[src/rtl/sm_bcd_disp.sv]
// sm_bcd_disp: sign-magnitude to signed decimal seven-segment display driver.
//
// Captures an N-bit sign-magnitude word, converts the magnitude to three BCD
// digits with a sequential shift-add-3 (double-dabble) FSM, then drives a
// time-multiplexed 4-digit common-anode display with the signed value.
//
// Ports:
//   clk        system clock, rising edge
//   reset_n    asynchronous active-low reset
//   sum_in     N-bit sign-magnitude value (bit N-1 = sign)
//   load       capture request, honoured only in IDLE
//   busy       high while converting (CONV) and publishing (DONE)
//   done_tick  one-cycle pulse as the new value is written to the display regs
//   an         digit enables, active-low, an[3] = leftmost digit
//   sseg       segments, active-low, {dp,g,f,e,d,c,b,a}
//
// Optional feature: define SM_BCD_DISP_BLANK_EN for leading-zero blanking of
// the hundreds and tens digits. Without it all three digits are always shown.

module sm_bcd_disp #(
    parameter int N            = 8,
    parameter int REFRESH_BITS = 18
) (
    input  logic             clk,
    input  logic             reset_n,
    input  logic [N-1:0]     sum_in,
    input  logic             load,
    output logic             busy,
    output logic             done_tick,
    output logic [3:0]       an,
    output logic [7:0]       sseg
);

    localparam int MW = N - 1;  // magnitude width

    localparam logic [6:0] SEG_MINUS = 7'b0111111;
    localparam logic [6:0] SEG_BLANK = 7'b1111111;

    typedef enum logic [1:0] {IDLE, CONV, DONE} state_t;

    state_t                  state_q, state_d;
    logic [MW-1:0]           mag_q, mag_d;
    logic                    sign_q, sign_d;
    logic [11:0]             bcd_q, bcd_d;
    logic [3:0]              cnt_q, cnt_d;
    logic [11:0]             disp_bcd_q, disp_bcd_d;
    logic                    disp_sign_q, disp_sign_d;
    logic [REFRESH_BITS-1:0] refresh_q, refresh_d;

    logic [11:0]             bcd_adj;
    logic [1:0]              digit_sel;
    logic [6:0]              seg7;
    logic                    blank_hund, blank_tens;

    function automatic logic [6:0] seg_of(input logic [3:0] d);
        case (d)
            4'd0:    seg_of = 7'b1000000;
            4'd1:    seg_of = 7'b1111001;
            4'd2:    seg_of = 7'b0100100;
            4'd3:    seg_of = 7'b0110000;
            4'd4:    seg_of = 7'b0011001;
            4'd5:    seg_of = 7'b0010010;
            4'd6:    seg_of = 7'b0000010;
            4'd7:    seg_of = 7'b1111000;
            4'd8:    seg_of = 7'b0000000;
            4'd9:    seg_of = 7'b0010000;
            default: seg_of = SEG_BLANK;
        endcase
    endfunction

    // Add-3 correction applied before each shift so a digit >= 5 carries
    // into the next digit once doubled.
    always_comb begin
        bcd_adj = bcd_q;
        for (int i = 0; i < 3; i++) begin
            if (bcd_q[4*i +: 4] >= 4'd5)
                bcd_adj[4*i +: 4] = bcd_q[4*i +: 4] + 4'd3;
        end
    end

    always_comb begin
        state_d     = state_q;
        mag_d       = mag_q;
        sign_d      = sign_q;
        bcd_d       = bcd_q;
        cnt_d       = cnt_q;
        disp_bcd_d  = disp_bcd_q;
        disp_sign_d = disp_sign_q;
        done_tick   = 1'b0;
        busy        = (state_q != IDLE);
        refresh_d   = refresh_q + {{(REFRESH_BITS-1){1'b0}}, 1'b1};

        case (state_q)
            IDLE: begin
                if (load) begin
                    mag_d   = sum_in[N-2:0];
                    sign_d  = sum_in[N-1];
                    bcd_d   = '0;
                    cnt_d   = 4'(N - 1);
                    state_d = CONV;
                end
            end
            CONV: begin
                bcd_d = {bcd_adj[10:0], mag_q[MW-1]};
                mag_d = {mag_q[MW-2:0], 1'b0};
                cnt_d = cnt_q - 4'd1;
                if (cnt_q == 4'd1)
                    state_d = DONE;
            end
            DONE: begin
                disp_bcd_d  = bcd_q;
                // Negative zero is shown as plain 0.
                disp_sign_d = sign_q & (bcd_q != 12'd0);
                done_tick   = 1'b1;
                state_d     = IDLE;
            end
            default: state_d = IDLE;
        endcase
    end

    always_ff @(posedge clk or negedge reset_n) begin
        if (!reset_n) begin
            state_q     <= IDLE;
            mag_q       <= '0;
            sign_q      <= 1'b0;
            bcd_q       <= '0;
            cnt_q       <= '0;
            disp_bcd_q  <= '0;
            disp_sign_q <= 1'b0;
            refresh_q   <= '0;
        end else begin
            state_q     <= state_d;
            mag_q       <= mag_d;
            sign_q      <= sign_d;
            bcd_q       <= bcd_d;
            cnt_q       <= cnt_d;
            disp_bcd_q  <= disp_bcd_d;
            disp_sign_q <= disp_sign_d;
            refresh_q   <= refresh_d;
        end
    end

`ifdef SM_BCD_DISP_BLANK_EN
    assign blank_hund = (disp_bcd_q[11:8] == 4'd0);
    assign blank_tens = blank_hund && (disp_bcd_q[7:4] == 4'd0);
`else
    assign blank_hund = 1'b0;
    assign blank_tens = 1'b0;
`endif

    assign digit_sel = refresh_q[REFRESH_BITS-1 -: 2];

    always_comb begin
        an             = 4'b1111;
        an[digit_sel]  = 1'b0;
        case (digit_sel)
            2'd0:    seg7 = seg_of(disp_bcd_q[3:0]);
            2'd1:    seg7 = blank_tens ? SEG_BLANK : seg_of(disp_bcd_q[7:4]);
            2'd2:    seg7 = blank_hund ? SEG_BLANK : seg_of(disp_bcd_q[11:8]);
            default: seg7 = disp_sign_q ? SEG_MINUS : SEG_BLANK;
        endcase
        sseg = {1'b1, seg7};
        // Dark display for as long as reset is held, not just after an edge.
        if (!reset_n) begin
            an   = 4'b1111;
            sseg = 8'hFF;
        end
    end

endmodule

[config.mk]
export PLATFORM = sky130hd
export DESIGN_NAME = sm_bcd_disp
export DESIGN_NICKNAME = d
export VERILOG_FILES = /design/src/rtl/sm_bcd_disp.sv
export SDC_FILE = /design/constraint.sdc
export NUM_CORES = 1
export LEC_CHECK = 0
export CAP_MARGIN = 0
export CORE_MARGIN = 2
export CORE_UTILIZATION = 40
export CTS_CLUSTER_SIZE = 12
export DETAILED_ROUTE_END_ITERATION = 7
export PLACE_DENSITY_LB_ADDON = 0.1
export SYNTH_ARGS = -nofsm -noshare
export SYNTH_HDL_FRONTEND = slang
export SYNTH_SLANG_ARGS = --single-unit
[constraint.sdc]
create_clock -name clk -period 1.84 [get_ports clk]
set_clock_uncertainty 0.05 [all_clocks]
set_input_delay 0.368 -clock clk [delete_from_list [all_inputs] [get_ports clk]]
set_output_delay 0.368 -clock clk [all_outputs]
set_load 0.03 [all_outputs]
==> run summary, run 1 <==
Longest Clk Path Bufs: 2
Filler cells: 757
Syn_nets: 375
Via-per-instance ratio: 5.025
Sink Count: 57
Vias post-DR: 2613
Share of cells above drive strength 1: 32.05%
Worst Reg2Reg Path Length in Cells: 6
Worst skew pair latency: 0.33 ns
Comb pwr share: 50.9%
Final Max Tran Viols: 0
Synth unique cells: 54
R2R Setup Slk: 0.19 ns
Crit path kind: register to output pin
Pleak: 2.070 nW
Worst r2r src: bcd_q[5]
Final hold vios: 0
CP endpoint kind: output pin
Starting density of the core: 40.66%
Post-detailed-route wirelength per cell: 13.16 um
Ranking of synthesized cells by area: dfrtp_1 43%, ha_1 11%, nand2_1 4.4%
Area grow syn2layout: 34.70%
Worst-Margin Slew: 0.7083 ns
Area of the mapped netlist: 3307 um2
Total GRT Usage: 16.52%
Largest net degree at the start of global routing: 58
Final antenna diode count: 0
H-tree levels: 3
Clock tree root buffer cell: clkbuf_8
Final Non-Filler Cells: 520
IO buf count: 23
DRT Pass-1 Iters: 4
Startpoint types: register
First-pass GRT wire length: 11450 um
Total CTS buffers: 9
VDD IR max: 671.7 uV
Util after Layout: 54.76%
CP max stage cell: dfrtp_1
RSZ-0062 raised after global routing: yes
P_int: 0.003821 W
Drt drc: 0
Number of global-route vias before repair: 2480
Worst rel slew slack: 52.78%
Core ar.: 8134 um2
Worst-path fanout max: 3
Async S/R FF share, synth: 100.0%
CTS hold repair buffers: 0
Yosys reg bits: 57
Yosys warns: 0
Final GP Congestion: 0.8475
Critical Path RT: 1.42 ns
Worst Path Buf+Inv: 3
Synth cell count leaders: 57 x dfrtp_1, 39 x nand2_1, 29 x ha_1, 22 x inv_1, 22 x o21ai_0
FF-to-FF End: bcd_q[6]
Count of final setup violators: 7
Hpwl dp: 5003 um
Failing checks: setup timing
DP Cell Count: 497
# Max-Cap Violations: 0
Die area: 9011 um2
Final #Nets: 451
Pwr/cell area: 1399 nW/um2
Clock Power Share: 18.5%
Yosys top cell area share: 43.13%
CP delay by family, top: compound AO/OA/AOI/OAI gates
Tmin final: 2.237 ns
Seq/Total Area, Yosys: 43.13%
CP cell instances: buf_6, inv_6, ha_4, nor2b_4, a211o_1, a22oi_1, o211ai_1, buf_4
DRT antenna net count: 0
F_max: 0.4471 GHz
Die width: 94.93 um
Setup ws final: -0.3967 ns
Sw Ratio: 38.69%
Drt total wl: 6842 um
Row count: 33
Cells after synthesis: 335
CTS tree: done
Syn_area_per_cell: 9.871 um2
TNS Setup: -2.446 ns
Starting DRT DRC Count: 106
Hold slack: 0.3453 ns
GR Overflow Total: 0
Sequential share of power: 30.5%
Post-route clock period utilization: 121.6%
Synth area leader: dfrtp_1
Post-synth EDFFs: 0
Status: finished, violations left
Worst Hold Class: primary input to asynchronous set/reset pin
NetSw: 0.002412 W
Initial antenna violation count: 0
Die Ht: 94.93 um
Clk pin slew, worst setup/hold paths: 0.06 ns
Critical Path AT: 1.82 ns
Most frequent cell after synthesis: dfrtp_1
I/O pins: 25
Ys flop type: dfrtp_1
Crit path largest cell delay: 0.39 ns
==> cell families after synthesis <==
kind of cell	Yosys count	synth area share (%)
AND/OR/NAND/NOR	100	16.23
AO/OA/AOI/OAI	81	15.93
flip-flops	57	43.13
buffers and inverters	35	4.465
adder cells (fa/ha/maj)	29	10.97
XOR/XNOR	21	5.562
multiplexers	11	3.595
other	1	0.1134
==> power by group through the flow <==
| stage | Sequential [W] | Combinational (W) | Clock, W |
|---|---|---|---|
| 5_1_grt | 0.00195 | 0.00354 | 0.00126 |
| 3_5_place_dp | 0.00192 | 0.00274 | 0 |
| 6_report | 0.00190 | 0.00318 | 0.00115 |
| 4_1_cts | 0.00190 | 0.00307 | 0.00120 |
| 3_3_place_gp | 0.00191 | 0.00271 | 0 |
| 2_1_floorplan | 0.00187 | 0.00182 | 0 |
==> layout by cell type (no fill, tap or decap), types with 9 or more instances in the layout <==
cell type and instances:
a21oi_1 9, buf_4 51, buf_6 14, clkbuf_8 11, clkdlybuf4s50_1 9, dfrtp_1 56, ha_1 20, inv_1 16
nand2_1 39, nor2_1 12, o21ai_0 14, xnor2_1 14
==> stage by stage <==
step | area (um2) | total power [W] | worst slack (ns)
floorplan | 3321 | 0.003682 | -0.01181
global placement | 3945 | 0.004628 | -0.4602
detailed placement | 3945 | 0.004665 | -0.4833
CTS | 4340 | 0.006173 | -0.4414
global route | 4454 | 0.006754 | -0.4760
finish | 4454 | 0.006232 | -0.3967
==> area by class of cell <==
cell class / count / area (um2) / area share, %
clock buffer: 12 / 155.1 / 3.483
clock inverter: 3 / 40.04 / 0.8989
inverter: 22 / 105.1 / 2.360
multi-input combinational: 243 / 1941 / 43.57
sequential: 57 / 1428 / 32.05
tap: 105 / 131.4 / 2.949
timing repair buffer: 78 / 654.4 / 14.69
==> flip-flops by register name, summed over array words and instances (netlist names) <==
name and count:
bcd_q 12, cnt_q 4, disp_bcd_q 12, disp_sign_q 1, mag_q 7, refresh_q 18
sign_q 1, state_q 2
==> per-layer routing <==
| metal | vias up | wire length, um | global-route usage, % |
|---|---|---|---|
| met5 | - | 0 | 0 |
| met4 | 0 | 112 | 6.884 |
| met3 | 11 | 223 | 3.352 |
| met2 | 37 | 3202 | 26.77 |
| met1 | 1237 | 3304 | 21.55 |
| li1 | 1328 | - | - |
==> repair_timing <==
| item | CTS | global route |
|---|---|---|
| pin swaps | 20 | 19 |
| buffers inserted | 6 | 3 |
| gates resized for setup | 72 | 27 |
| cloned | 0 | 0 |
| endpoints found under the setup margin | 11 | 10 |
==> worst reg2reg max path: stages (launching register included) <==
cell	delay [ns]
dfrtp_1	0.40
inv_1	0.18
ha_1	0.23
nand2b_1	0.06
a21oi_1	0.31
mux2i_1	0.23
a22o_1	0.13
==> how the worst max path moves through the flow <==
stage | start | to | slack [ns] | cells after the start
detailed placement | disp_bcd_q[9] | sseg[6] | -0.48 | 6
finish | disp_bcd_q[1] | sseg[0] | -0.40 | 8
floorplan | refresh_q[16] | sseg[2] | -0.01 | 3
global placement | disp_bcd_q[9] | sseg[6] | -0.46 | 6
global route | disp_bcd_q[9] | sseg[0] | -0.48 | 9
CTS | disp_bcd_q[9] | sseg[1] | -0.44 | 8
Power figures use the tool's default switching activity.
==> run 2: changes to the inputs <==
--- a/config.mk
+++ b/config.mk
@@ -6,7 +6,8 @@
 export NUM_CORES = 1
 export LEC_CHECK = 0
 export CAP_MARGIN = 0
-export CORE_MARGIN = 2
+export CORE_ASPECT_RATIO = 1.5
+export CORE_MARGIN = 1.5
 export CORE_UTILIZATION = 40
 export CTS_CLUSTER_SIZE = 12
 export DETAILED_ROUTE_END_ITERATION = 7
==> run 2 against run 1 <==
Net effect: sequential share of layout area about the same; final cell count fell by 1.9%; critical endpoint unchanged; sequential power grew 5%; design area hardly changed; the flow still finishes with violations (setup timing); clock-buffer cell count grew 3; register-to-register slack is essentially flat; global-route usage up 0.78 points; clock power is 53% higher; wire length grew 3.1%; via count fell by 1.6%.
==> run summary, run 2 (same netlist as run 1, synthesis figures left out) <==
Post-detailed-route wirelength per cell: 13.83 um (was 13.16 um)
Initial antenna violation count: 0 (unchanged)
Final instance area: 4457 um2 (was 4454 um2)
Final hold vios: 0 (unchanged)
Startpoint types: register (unchanged)
Starting DRT DRC Count: 77 (was 106)
CTS tree: done (unchanged)
Count of final setup violators: 7 (unchanged)
DRT Pass-1 Iters: 4 (unchanged)
GR Overflow Total: 0 (unchanged)
Number of global-route vias before repair: 2565 (was 2480)
Die Ht: 114.4 um (was 94.93 um)
Pwr/cell area: 1509 nW/um2 (was 1399 nW/um2)
Final #Nets: 440 (was 451)
VDD IR max: 956.5 uV (was 671.7 uV)
Drt drc: 0 (unchanged)
Pleak: 2.041 nW (was 2.070 nW)
Critical Path RT: 1.42 ns (about the same)
H-tree levels: 3 (unchanged)
Util after Layout: 55.66% (was 54.76%)
Crit path kind: register to output pin (unchanged)
Hpwl dp: 5020 um (was 5003 um)
Row count: 40 (was 33)
Starting density of the core: 41.30% (was 40.66%)
Sink Count: 57 (unchanged)
# Max-Cap Violations: 0 (unchanged)
Status: finished, violations left (unchanged)
Tmin final: 2.215 ns (was 2.237 ns)
Vias post-DR: 2570 (was 2613)
Via-per-instance ratio: 5.039 (was 5.025)
Max reg flops: 18 (unchanged)
First-pass GRT wire length: 11880 um (was 11450 um)
DRT antenna net count: 0 (unchanged)
Failing checks: setup timing (unchanged)
Final GP Congestion: 0.8044 (was 0.8475)
Largest registers: refresh_q (18), bcd_q (12), disp_bcd_q (12) (unchanged)
Critical Path AT: 1.80 ns (was 1.82 ns)
Largest Register: refresh_q (unchanged)
Post-Place Cell Area: 3872 um2 (was 3945 um2)
Final Max Tran Viols: 0 (unchanged)
Drt total wl: 7052 um (was 6842 um)
Post-route clock period utilization: 120.4% (was 121.6%)
Worst skew pair latency: 0.32 ns (was 0.33 ns)
RSZ-0062 raised after global routing: yes (unchanged)
Total CTS buffers: 9 (unchanged)
Share of cells above drive strength 1: 29.63% (was 32.05%)
Core ar.: 8008 um2 (was 8134 um2)
Worst Hold Class: primary input to asynchronous set/reset pin (unchanged)
Worst-path fanout max: 4 (was 3)
Total GRT Usage: 17.30% (was 16.52%)
Die area: 8833 um2 (was 9011 um2)
F_max: 0.4515 GHz (was 0.4471 GHz)
Final antenna diode count: 0 (unchanged)
IO buf count: 23 (unchanged)
Worst-Margin Slew: 0.6987 ns (was 0.7083 ns)
Largest net degree at the start of global routing: 56 (was 58)
CP endpoint kind: output pin (unchanged)
Die width: 77.24 um (was 94.93 um)
Clk pin slew, worst setup/hold paths: 0.05 ns (was 0.06 ns)
Worst rel slew slack: 53.42% (was 52.78%)
Total Power: 0.006726 W (was 0.006232 W)
Clock tree root buffer cell: clkbuf_16 (was clkbuf_8)
Area grow syn2layout: 34.77% (was 34.70%)
Setup ws final: -0.3748 ns (was -0.3967 ns)
Commonest non-fill, non-tap cells in the layout: 54 x dfrtp_1, 43 x buf_4, 39 x nand2_1 (was 56 x dfrtp_1, 51 x buf_4, 39 x nand2_1)
Longest Clk Path Bufs: 2 (unchanged)
I/O pins: 25 (unchanged)
Most common cell after layout, fill and taps aside: dfrtp_1 (unchanged)
-- run 2: report_power, final --
part           internal [W]  switching (W)  total (W)
Combinational       0.00143        0.00153    0.00296
Clock               0.00123       0.000533    0.00176
Sequential          0.00161       0.000390    0.00200
-- run 2: per-stage QoR --
stage | hold WS (ns) | setup slack (ns) | TNS, ns | std cells
finish | 0.1693 | -0.3748 | -2.202 | 510
floorplan | 0.02241 | -0.01181 | -0.01181 | 335
detailed placement | 0.2514 | -0.03768 | -0.2256 | 488
global placement | 0.2509 | -0.04432 | -0.1452 | 488
global route | 0.2415 | -0.4396 | -2.705 | 510
CTS | 0.1998 | -0.3700 | -2.144 | 507
-- run 2: final cells by class --
| class | instances | area, um2 |
|---|---|---|
| tap | 105 | 131.4 |
| timing repair buffer | 67 | 564.3 |
| clock buffer | 15 | 297.8 |
| multi-input combinational | 243 | 1918 |
| sequential | 57 | 1430 |
| inverter | 22 | 85.08 |
| fill | 743 | 3551 |
| clock inverter | 1 | 30.03 |
-- run 2: worst max-delay path: stages (launching register included) --
cell      delay, ns
dfrtp_1        0.41
inv_2          0.10
ha_4           0.16
nor2b_4        0.12
a211o_1        0.26
a22oi_2        0.12
o211ai_1       0.12
buf_4          0.18
-- run 2: path summary, 6_finish.rpt --
path                       cells past startpoint           from  slack (ns)            end
setup / recovery                               7  disp_bcd_q[1]       -0.37        sseg[0]
max in group asynchronous                      2        reset_n        1.05  disp_bcd_q[9]
hold / removal                                 2        reset_n        0.17  refresh_q[13]
setup reg to reg                               6       bcd_q[0]        0.19       bcd_q[2]
hold reg to reg                                1   refresh_q[6]        0.42   refresh_q[6]
min in group clk                               1   refresh_q[6]        0.42   refresh_q[6]
-- run 2: timing repair --
| action | in CTS | in global routing |
|---|---|---|
| hold endpoints to repair | 2 | 0 |
| setup endpoints to repair | 10 | 9 |
| setup buffers | 3 | 3 |
| hold buffers | 1 | 0 |
| resized for setup | 47 | 22 |
| pin swaps | 18 | 9 |
-- run 2: metal layers --
metal	GRT usage (%)	share of wire, %
met1	20.11	43
met2	29.01	51
met3	3.665	2.6
met4	10.67	3.0
met5	0	0
==> run 3: changes to the inputs <==
--- a/config.mk
+++ b/config.mk
@@ -7,10 +7,11 @@
 export LEC_CHECK = 0
 export CAP_MARGIN = 0
 export CORE_ASPECT_RATIO = 1.5
-export CORE_MARGIN = 1.5
 export CORE_UTILIZATION = 40
+export CTS_BUF_LIST = sky130_fd_sc_hd__clkbuf_4 sky130_fd_sc_hd__clkbuf_8 sky130_fd_sc_hd__clkbuf_16
 export CTS_CLUSTER_SIZE = 12
 export DETAILED_ROUTE_END_ITERATION = 7
+export DONT_BUFFER_PORTS = 1
 export PLACE_DENSITY_LB_ADDON = 0.1
 export SYNTH_ARGS = -nofsm -noshare
 export SYNTH_HDL_FRONTEND = slang
==> run 3 against run 2 <==
Net effect: the run still ends with setup timing left; sequential share of layout area rose by 1.7 points; via count is 1.9% lower; combinational power shrank 6%; clock-buffer cell count decreased by 1.
==> run summary, run 3 (same netlist as run 1, synthesis figures left out) <==
Critical path startpoint: disp_bcd_q[0] (was disp_bcd_q[1])
Post-Place Cell Area: 3672 um2 (was 3872 um2)
Longest Clk Path Bufs: 2 (unchanged)
Max reg flops: 18 (unchanged)
CP endpoint kind: output pin (unchanged)
CTS tree: done (unchanged)
Starting density of the core: 41.30% (unchanged)
Uppermost layer routed: met4 (unchanged)
# Max-Cap Violations: 0 (unchanged)
IO buf count: 0 (was 23)
Routed met1 length: 3071 um (was 3055 um)
Area grow syn2layout: 28.30% (was 34.77%)
Worst-path fanout max: 4 (unchanged)
I/O pins: 25 (unchanged)
Total GRT Usage: 17.48% (was 17.30%)
Worst slack at placement: -0.05532 ns (was -0.03768 ns)
Final GP Congestion: 0.8404 (was 0.8044)
Via-per-instance ratio: 5.147 (was 5.039)
F_max: 0.4653 GHz (was 0.4515 GHz)
Total CTS buffers: 9 (unchanged)
Hold slack: 0.1003 ns (was 0.1693 ns)
Pwr/cell area: 1503 nW/um2 (was 1509 nW/um2)
Startpoint types: register (unchanged)
DRT Pass-1 Iters: 4 (unchanged)
Die area: 8643 um2 (was 8833 um2)
Post-detailed-route wirelength per cell: 14.18 um (was 13.83 um)
Largest Register: refresh_q (unchanged)
Status: finished, violations left (unchanged)
Share of cells above drive strength 1: 29.35% (was 29.63%)
Largest net degree at the start of global routing: 58 (was 56)
Final #Nets: 420 (was 440)
Final instance area: 4243 um2 (was 4457 um2)
Most common cell after layout, fill and taps aside: dfrtp_1 (unchanged)
Hold_sp: sum_in[0]
TNS Setup: -1.813 ns (was -2.202 ns)
Clk pin slew, worst setup/hold paths: 0.05 ns (about the same)
Worst r2r src: bcd_q[5] (was bcd_q[0])
R2R Setup Slk: 0.18 ns (was 0.19 ns)
First-pass GRT wire length: 11630 um (was 11880 um)
Drt total wl: 6947 um (was 7052 um)
Die Ht: 113.4 um (was 114.4 um)
Initial antenna violation count: 0 (unchanged)
H-tree levels: 3 (unchanged)
GR Overflow Total: 0 (unchanged)
Tmin final: 2.149 ns (was 2.215 ns)
Critical Path AT: 1.73 ns (was 1.80 ns)
Sink Count: 57 (unchanged)
Vias post-DR: 2522 (was 2570)
Core ar.: 8008 um2 (unchanged)
Post-route clock period utilization: 116.8% (was 120.4%)
Starting DRT DRC Count: 71 (was 77)
Clock tree root buffer cell: clkbuf_16 (unchanged)
Setup ws final: -0.3092 ns (was -0.3748 ns)
Worst Hold Class: primary input to register (was primary input to asynchronous set/reset pin)
Pleak: 1.954 nW (was 2.041 nW)
Final Max Tran Viols: 0 (unchanged)
DRT antenna net count: 0 (unchanged)
Hpwl dp: 4825 um (was 5020 um)
Failing checks: setup timing (unchanged)
Worst skew pair latency: 0.33 ns (was 0.32 ns)
RSZ-0062 raised after global routing: yes (unchanged)
Final hold vios: 0 (unchanged)
Count of final setup violators: 7 (unchanged)
Largest registers: refresh_q (18), bcd_q (12), disp_bcd_q (12) (unchanged)
Drt drc: 0 (unchanged)
Number of global-route vias before repair: 2456 (was 2565)
Met2 wire length: 3488 um (was 3600 um)
Row count: 40 (unchanged)
Die width: 76.24 um (was 77.24 um)
Commonest non-fill, non-tap cells in the layout: 52 x dfrtp_1, 36 x nand2_1, 33 x buf_4 (was 54 x dfrtp_1, 43 x buf_4, 39 x nand2_1)
Crit path kind: register to output pin (unchanged)
Final antenna diode count: 0 (unchanged)
Routed met3 length: 180 um (was 182 um)
VDD IR max: 882.0 uV (was 956.5 uV)
Critical Path RT: 1.42 ns (about the same)
## run 3: per-layer routing
metal  global-route usage (%)  up-vias
met1                    21.03     1203
met5                        0        -
met3                    4.274       17
li1                         -     1262
met4                    10.38        0
met2                    28.29       40
## run 3: timing repair
action,CTS,global route
endpoints found under the setup margin,7,8
hold buffers,2,0
gates resized for setup,28,32
pin swaps,9,11
endpoints found under the hold margin,57,0
buffers inserted,3,4
## run 3: layout make-up
type / instances / area, um2
fillers: 747 / 3765
multi-input cells: 243 / 1876
flip-flops and latches: 57 / 1433
repair buffers: 47 / 420.4
clock buffers: 14 / 287.8
well taps: 105 / 131.4
inverters: 22 / 85.08
clock inverters: 2 / 10.01
## run 3: final timing paths
path                                  to  depth (start not counted)
max in group asynchronous  disp_bcd_q[9]                          2
setup reg to reg                bcd_q[6]                          6
hold reg to reg             refresh_q[6]                          1
setup / recovery                 sseg[0]                          6
min in group asynchronous   refresh_q[7]                          2
hold / removal                  mag_q[0]                          2
## run 3: stage by stage
step	utilization (%)	std cells	total power [W]
after floorplan	-	335	0.003682
after global placement	45.86	465	0.004413
after detailed placement	45.86	465	0.004435
after CTS	51.33	486	0.006295
after global routing	52.98	490	0.006867
final	52.98	490	0.006377
## run 3: critical path, cell delays in order (launching register included)
cell and delay (ns):
dfrtp_1 0.41, ha_2 0.20, nor2b_4 0.13, a211o_1 0.24, a22oi_1 0.14, o211ai_1 0.11
buf_4 0.18
## run 3: where the power goes
group          total [W]  switching (W)  internal (W)
sequential       0.00199       0.000370       0.00162
combinational    0.00278        0.00148       0.00130
clock            0.00161       0.000541       0.00107
